## src/rtl/regfile_wb_arbiter.sv

```systemverilog
// rtl/regfile_wb_arbiter.sv - regfile write-port arbiter: reset clear, ALU/load sharing, stall
module regfile_wb_arbiter #(
  parameter int STARVE_LIMIT   = 4,
  parameter int CLEAR_ON_RESET = 1
) (
  input  logic        clk,
  input  logic        reset,
  input  logic        alu_write,
  input  logic        alu_word,
  input  logic [5:0]  alu_d,
  input  logic [15:0] alu_Rd,
  input  logic        ld_valid,
  output logic        ld_ready,
  input  logic [5:0]  ld_d,
  input  logic [7:0]  ld_Rd,
  input  logic        rd_en,
  input  logic [5:0]  rd_a,
  input  logic        rd_a_word,
  input  logic [5:0]  rd_b,
  output logic        rf_write,
  output logic        rf_write_word,
  output logic [5:0]  rf_d,
  output logic [15:0] rf_Rd,
  output logic        stall,
  output logic        init_done
);

  localparam logic [0:0] ST_INIT = 1'b0;
  localparam logic [0:0] ST_RUN  = 1'b1;
  localparam logic [0:0] ST_RESET = (CLEAR_ON_RESET != 0) ? ST_INIT : ST_RUN;
  localparam logic [3:0] LIMIT   = 4'(STARVE_LIMIT);

  logic [0:0] state_q, state_d;
  logic [3:0] clr_cnt_q, clr_cnt_d;
  logic       pend_valid_q, pend_valid_d;
  logic [5:0] pend_d_q, pend_d_d;
  logic [7:0] pend_rd_q, pend_rd_d;
  logic [3:0] age_q, age_d;

  logic run, hazard, force_wr, drain, accept;

  always_comb begin
    run = (state_q == ST_RUN) && !reset;
    hazard = rd_en && pend_valid_q &&
             ((pend_d_q == rd_a) ||
              (rd_a_word && (pend_d_q == {rd_a[5:1], 1'b1})) ||
              (pend_d_q == rd_b));
    force_wr = run && pend_valid_q && ((age_q >= LIMIT) || hazard);

    rf_write      = 1'b0;
    rf_write_word = 1'b0;
    rf_d          = 6'd0;
    rf_Rd         = 16'd0;
    drain         = 1'b0;

    if (!reset && (state_q == ST_INIT)) begin
      rf_write      = 1'b1;
      rf_write_word = 1'b1;
      rf_d          = {clr_cnt_q, 1'b0};
    end else if (run) begin
      // A forced drain beats the ALU; otherwise the load only fills idle slots.
      if (force_wr || (!alu_write && pend_valid_q)) begin
        rf_write = 1'b1;
        rf_d     = pend_d_q;
        rf_Rd    = {8'h00, pend_rd_q};
        drain    = 1'b1;
      end else if (alu_write) begin
        rf_write      = 1'b1;
        rf_write_word = alu_word;
        rf_d          = alu_d;
        rf_Rd         = alu_Rd;
      end
    end

    stall     = reset || (state_q == ST_INIT) || force_wr;
    ld_ready  = run && (!pend_valid_q || drain);
    accept    = ld_valid && ld_ready;
    init_done = run;
  end

  always_comb begin
    state_d      = state_q;
    clr_cnt_d    = clr_cnt_q;
    pend_valid_d = pend_valid_q;
    pend_d_d     = pend_d_q;
    pend_rd_d    = pend_rd_q;
    age_d        = age_q;

    if (state_q == ST_INIT) begin
      clr_cnt_d = clr_cnt_q + 4'd1;
      if (clr_cnt_q == 4'd15) state_d = ST_RUN;
    end else if (accept) begin
      pend_valid_d = 1'b1;
      pend_d_d     = ld_d;
      pend_rd_d    = ld_Rd;
      age_d        = 4'd0;
    end else if (drain) begin
      pend_valid_d = 1'b0;
      age_d        = 4'd0;
    end else if (pend_valid_q && (age_q != 4'd15)) begin
      age_d = age_q + 4'd1;
    end
  end

  always_ff @(posedge clk) begin
    if (reset) begin
      state_q      <= ST_RESET;
      clr_cnt_q    <= 4'd0;
      pend_valid_q <= 1'b0;
      pend_d_q     <= 6'd0;
      pend_rd_q    <= 8'd0;
      age_q        <= 4'd0;
    end else begin
      state_q      <= state_d;
      clr_cnt_q    <= clr_cnt_d;
      pend_valid_q <= pend_valid_d;
      pend_d_q     <= pend_d_d;
      pend_rd_q    <= pend_rd_d;
      age_q        <= age_d;
    end
  end

endmodule

```

## config.mk

```make
export PLATFORM = sky130hd
export DESIGN_NAME = regfile_wb_arbiter
export DESIGN_NICKNAME = d
export VERILOG_FILES = /design/src/rtl/regfile_wb_arbiter.sv
export SDC_FILE = /design/constraint.sdc
export NUM_CORES = 1
export LEC_CHECK = 0
export CELL_PAD_IN_SITES_DETAIL_PLACEMENT = 2
export CELL_PAD_IN_SITES_GLOBAL_PLACEMENT = 2
export CORE_MARGIN = 3
export CORE_UTILIZATION = 19
export DETAILED_ROUTE_END_ITERATION = 16
export PLACE_DENSITY_LB_ADDON = 0.1
export SKIP_CTS_REPAIR_TIMING = 1
export SLEW_MARGIN = 25
export SYNTH_ARGS = -nofsm -noshare
export SYNTH_HDL_FRONTEND = slang
export SYNTH_SLANG_ARGS = --single-unit
export TNS_END_PERCENT = 20
```

## constraint.sdc

```tcl
create_clock -name clk -period 1.99 [get_ports clk]
set_clock_uncertainty 0.2 [all_clocks]
set_input_delay 0.199 -clock clk [delete_from_list [all_inputs] [get_ports clk]]
set_output_delay 0.199 -clock clk [all_outputs]
set_load 0.005 [all_outputs]
```

== After elaboration in Yosys (flattened, before gate mapping) ==
Cells that the tools add are included.

* Reduce and logical (&&, ||, !) cells: 26
* Muxes and demuxes: 26
* Add/subtract/negate cells: 2
* Order comparisons: 1
* Eq/ne operators: 5
* Bitwise operators: 1

{| class="wikitable"
|+ Operators by type and width
! operator !! number
|-
| 16-bit 2-to-1 mux || 4
|-
| 6-bit 2-to-1 mux || 4
|-
| 6-bit equality test || 3
|-
| 1-bit 2-to-1 mux || 15
|-
| 4-bit 2-to-1 mux || 3
|-
| 1-bit logical AND || 11
|-
| 4-bit by 1-bit adder with 4-bit output (second input constant) || 2
|-
| 1-bit logical OR || 7
|-
| 2-bit AND reduction || 3
|-
| 4-bit equality test (second input constant) || 1
|-
| 4-bit by 3-bit >= comparator with 1-bit output (second input constant) || 1
|-
| 4-bit inequality test (second input constant) || 1
|-
| 1-bit zero test || 3
|-
| 3-bit nonzero test || 1
|-
| 2-bit nonzero test || 1
|-
| 1-bit inverter || 1
|}

* Output and inout bits: 27
* Input bits: 55
* Register bits: 24
* Word-level logic and storage cells: 67

== Longest topological paths before layout ==
* Depth in word-level cells: 16
* Mapped depth: 10
* Gate-level depth less buffers: 7

== Worst setup path before layout ==
OpenSTA, ideal clock, no wires.

* Path kind: register -> output
* From: register pend_d_q[2]
* To: output port rf_d[3]
* Arrival time: 1752 ps
* Cell stages (with the launch flop): 7
* Data required time: 1591 ps
* Slack: -161 ps
* Path through: dfxtp_1 > xor2_1 > a2111o_1 > o21ai_1 > a2111oi_2 > buf_2 > a221o_1

* Longest elaborated chain between the ends: 11

{| class="wikitable"
|+ RTL lines
! item !! RTL line !! source
|-
| start: declaration || 36 || <nowiki>logic [5:0] pend_d_q, pend_d_d;</nowiki>
|-
| start signal: assignment || 117 || <nowiki>pend_d_q <= pend_d_d;</nowiki>
|-
| 6-bit equality test || 46 || <nowiki>(rd_a_word && (pend_d_q == {rd_a[5:1], 1'b1})) ||</nowiki>
|-
| 1-bit logical AND || 46 ||
|-
| 1-bit logical OR || 45 || <nowiki>((pend_d_q == rd_a) ||</nowiki>
|-
| 1-bit logical OR * || 46 ||
|-
| 1-bit logical AND * || 44 || <nowiki>hazard = rd_en && pend_valid_q &&</nowiki>
|-
| 1-bit logical OR * || 48 || <nowiki>force_wr = run && pend_valid_q && ((age_q >= LIMIT) || hazard);</nowiki>
|-
| 1-bit logical AND * || 48 ||
|-
| 1-bit logical OR * || 62 || <nowiki>if (force_wr || (!alu_write && pend_valid_q)) begin</nowiki>
|-
| 6-bit 2-to-1 mux * || 62 ||
|-
| 6-bit 2-to-1 mux * || 60 || <nowiki>end else if (run) begin</nowiki>
|-
| 6-bit 2-to-1 mux * || 56 || <nowiki>if (!reset && (state_q == ST_INIT)) begin</nowiki>
|-
| end: declaration || 22 || <nowiki>output logic [5:0] rf_d,</nowiki>
|}

Every way passes the cells marked *; elsewhere a longest branch is shown, timed or not.

== Worst setup path after layout ==
* From: register pend_d_q[4]
* To: output port rf_Rd[0]

* Longest elaborated chain between the ends: 11

{| class="wikitable"
|+ RTL lines
! item !! RTL line !! source
|-
| 6-bit equality test || 46 ||
|-
| 1-bit logical AND || 46 ||
|-
| 1-bit logical OR || 45 ||
|-
| 1-bit logical OR * || 46 ||
|-
| 1-bit logical AND * || 44 ||
|-
| 1-bit logical OR * || 48 ||
|-
| 1-bit logical AND * || 48 ||
|-
| 1-bit logical OR * || 62 ||
|-
| 16-bit 2-to-1 mux * || 62 ||
|-
| 16-bit 2-to-1 mux * || 60 ||
|-
| 16-bit 2-to-1 mux * || 56 ||
|-
| end: declaration || 23 || <nowiki>output logic [15:0] rf_Rd,</nowiki>
|}

Marks and branches as above.

==> key figures <==
Outcome
  • Status: finished, violations left
  • Failing checks: setup timing

Yosys
  • Syn avg cell area: 9.00 µm²
  • Mapped Cells: 164
  • Yosys top cell by area: dfxtp_1
  • Dominant synthesized flop cell: dfxtp_1
  • Largest cells by area after synthesis: dfxtp_1 33%, mux2i_1 10%, nor2_1 6.4%
  • Synth async-reset ratio: 0
  • Seq cells post-synth: 24
  • Post-synth top cells: 25 x nor2_1, 24 x dfxtp_1, 15 x mux2i_1
  • Post-synth EDFFs: 0
  • Synthesized net count: 221
  • Mapped Area: 1480 µm²
  • Yosys synthesis warning count: 0
  • Share of the synthesized area in the top cell type: 0.325
  • Post-synth cell types: 40
  • Sequential area share after synthesis: 0.325
  • Most common cell in the netlist: nor2_1

Critical path
  • CP Class: register to output pin
  • Crit end category: output pin
  • Crit path largest cell delay: 0.38 ns
  • CP max stage cell: a2111o_1
  • CP Max Fanout: 5
  • CP dominant cell by count: buf_6
  • FF-to-FF path depth: 9
  • Crit-path cells: xor2_1, a2111o_1, buf_6, nor3_4, nor2_2, nand2_2, buf_12, buf_8, buf_6, buf_6, a22o_1, buf_2
  • Critical path required time: 1.59 ns
  • Reg2reg setup slack: -0.33 ns
  • CP top delay family: buffers and inverters
  • CP Launch Point: pend_d_q[4]
  • Crit path buffers/inverters: 6
  • CP Launch Type: register
  • R2r startpoint: pend_d_q[4]
  • Worst path arrival time: 2.25 ns
  • Reg2Reg Capture Point: pend_d_q[4]

Die
  • Die X: 94.2 µm
  • Rows: 31
  • Initial Util: 0.199
  • Core Box Area: 7410 µm²
  • Top Ports: 82
  • Die Y: 94.2 µm
  • Area of the die: 8860 µm²

Clocking
  • Worst skew pair latency: 0.27 ns
  • Htree depth: 1
  • CTS tree: built
  • CTS Buffer Depth: 2
  • Clock transition at path regs: 0.09 ns
  • CTS buffer count: 3
  • CTS sink count: 24
  • Clk root buf: clkbuf_8

Route
  • Metal-1 WL: 3.05 mm
  • Residual DRC: 0
  • Total number of vias: 1699
  • WL met2: 2.99 mm
  • DRT Wirelength: 6.52 mm
  • DR iter-0 viols: 23
  • Detailed Routing Iterations Pass 1: 4
  • Avg Vias per Cell: 4.42
  • WL per Instance: 17.0 µm
  • Post-DRT Antenna Nets: 0
  • WL met3: 427 µm
  • DR top layer: met4

Power
  • Pwr dens: 391 nW/µm²
  • Comb power frac: 0.170
  • Static leakage: 1.21 nW
  • Total power: 1.11 mW
  • Sw Share: 0.210
  • Clock power share: 0.392
  • P_sw: 0.234 mW
  • Pint: 0.880 mW
  • Worst vdd rail ir drop: 248 µV
  • Part of the power in registers: 0.438

Timing
  • Final setup fails: 43
  • Max-Slew Margin vs Limit: 0.748
  • Setup WS post-layout: -0.659 ns
  • Final number of hold-violating endpoints: 0
  • Tightest Pin Transition: 0.377 ns
  • Min Clock Period, post-route: 2.65 ns
  • Final period utilization: 1.33
  • Achievable frequency: 377 MHz
  • Fin Setup TNS: -17.49 ns
  • Max-slew violation count: 0
  • Unrepaired setup endpoints after global routing: yes

Global route
  • Largest net degree at the start of global routing: 27
  • Antenna violations before repair: 0
  • GRT Residual Overflow: 0
  • Total GRT Usage: 0.139
  • Vias in the first global route: 1733
  • First-pass GRT wire length: 9.57 mm

Finish
  • Util after Layout: 0.385
  • Fillers: 829
  • Syn-to-layout area delta: 93.2%
  • Area of the multi-input gates: 998 µm²
  • Storage cell area: 493 µm²
  • Share of cells above drive strength 1: 0.368
  • Number of inserted diodes: 0
  • Layout net count: 343
  • Post-route cell area: 2850 µm²

Placement
  • Final GP Congestion: 0.747
  • I/O Buffers: 81
  • Area post-placement: 2630 µm²
  • Post-DP HPWL: 4.85 mm

Worst hold path
  • Worst hold endpoint: age_q[1]
  • Worst hold path stage count: 2
  • Hold wc startpoint: age_q[1]
  • Hold Path Class: register to register

Run
  • Max Cap Viol: 0
-- registers in the layout (all words and copies together), names as in the netlist --
name / count
age_q: 4
clr_cnt_q: 4
pend_d_q: 6
pend_rd_q: 8
pend_valid_q: 1
state_q: 1
-- worst reg2reg max path, cell delays in order (launching register included) --
cell and delay, ns:
dfxtp_4 0.37, xor2_1 0.16, a2111o_1 0.38, o21ai_2 0.23
buf_4 0.15, buf_6 0.09, o311a_4 0.16, buf_12 0.16
mux2i_1 0.22, nor2_1 0.07
-- how the worst max path moves through the flow --
stage | endpoint | slack, ns | cells after the start
final | rf_Rd[0] | -0.66 | 12
after global routing | rf_Rd[0] | -0.79 | 12
after CTS | rf_Rd[12] | -1.12 | 6
after detailed placement | rf_Rd[12] | -1.07 | 9
after global placement | rf_d[0] | -0.99 | 9
after floorplan | rf_d[3] | -0.07 | 6
-- cell type report --
type,count,area share
clock inverter,1,0.0105
timing repair buffer,127,0.404
tap,99,0.0434
clock buffer,3,0.0145
multi-input combinational,127,0.350
inverter,3,0.00439
sequential,24,0.173
-- logic make-up after synthesis --
| kind of cell | share of synthesized area |
|---|---|
| and+or+nand+nor | 0.244 |
| AOI/OAI and AO/OA | 0.166 |
| DFF | 0.325 |
| muxes | 0.109 |
| xor gates and xnor gates | 0.0831 |
| buffers and inverters | 0.0551 |
| adders and majority gates | 0.0169 |
-- metal layers --
layer  global-route usage  up-vias
li1                     -      827
met1                0.196      815
met2                0.219       53
met3               0.0304        4
met4               0.0217        0
met5                    0        -
-- cells in the final DEF, fill, tap and decap left out, drive strengths merged, types with 2 or more instances in the layout --
master,n
buf,56
clkdlybuf4s50,53
nor2,25
dfxtp,24
clkbuf,18
mux2i,15
and2,12
a22o,9
xnor2,7
xor2,7
nand2,6
nand4,4
a221o,4
a21oi,4
a31oi,4
o21ai,4
nand3,4
dlymetal6s2s,3
nand2b,3
nor3,3
inv,2
nand4b,2
ha,2
-- metrics by stage --
stage	setup WS, ns	std cells	hold WS [ns]
floorplan	-0.0661	164	0.146
global placement	-0.990	365	0.253
detailed placement	-1.07	365	0.262
CTS	-1.12	369	0.276
global route	-0.787	384	0.299
finish	-0.659	384	0.271
-- power by group through the flow --
stage | combinational [mW] | clock (mW) | sequential, mW
floorplan | 0.0471 | 0 | 0.501
global placement | 0.187 | 0 | 0.502
detailed placement | 0.188 | 0 | 0.502
CTS | 0.191 | 0.456 | 0.491
global route | 0.206 | 0.483 | 0.490
finish | 0.189 | 0.437 | 0.488
Note: power is estimated with default switching activity, not from simulation.
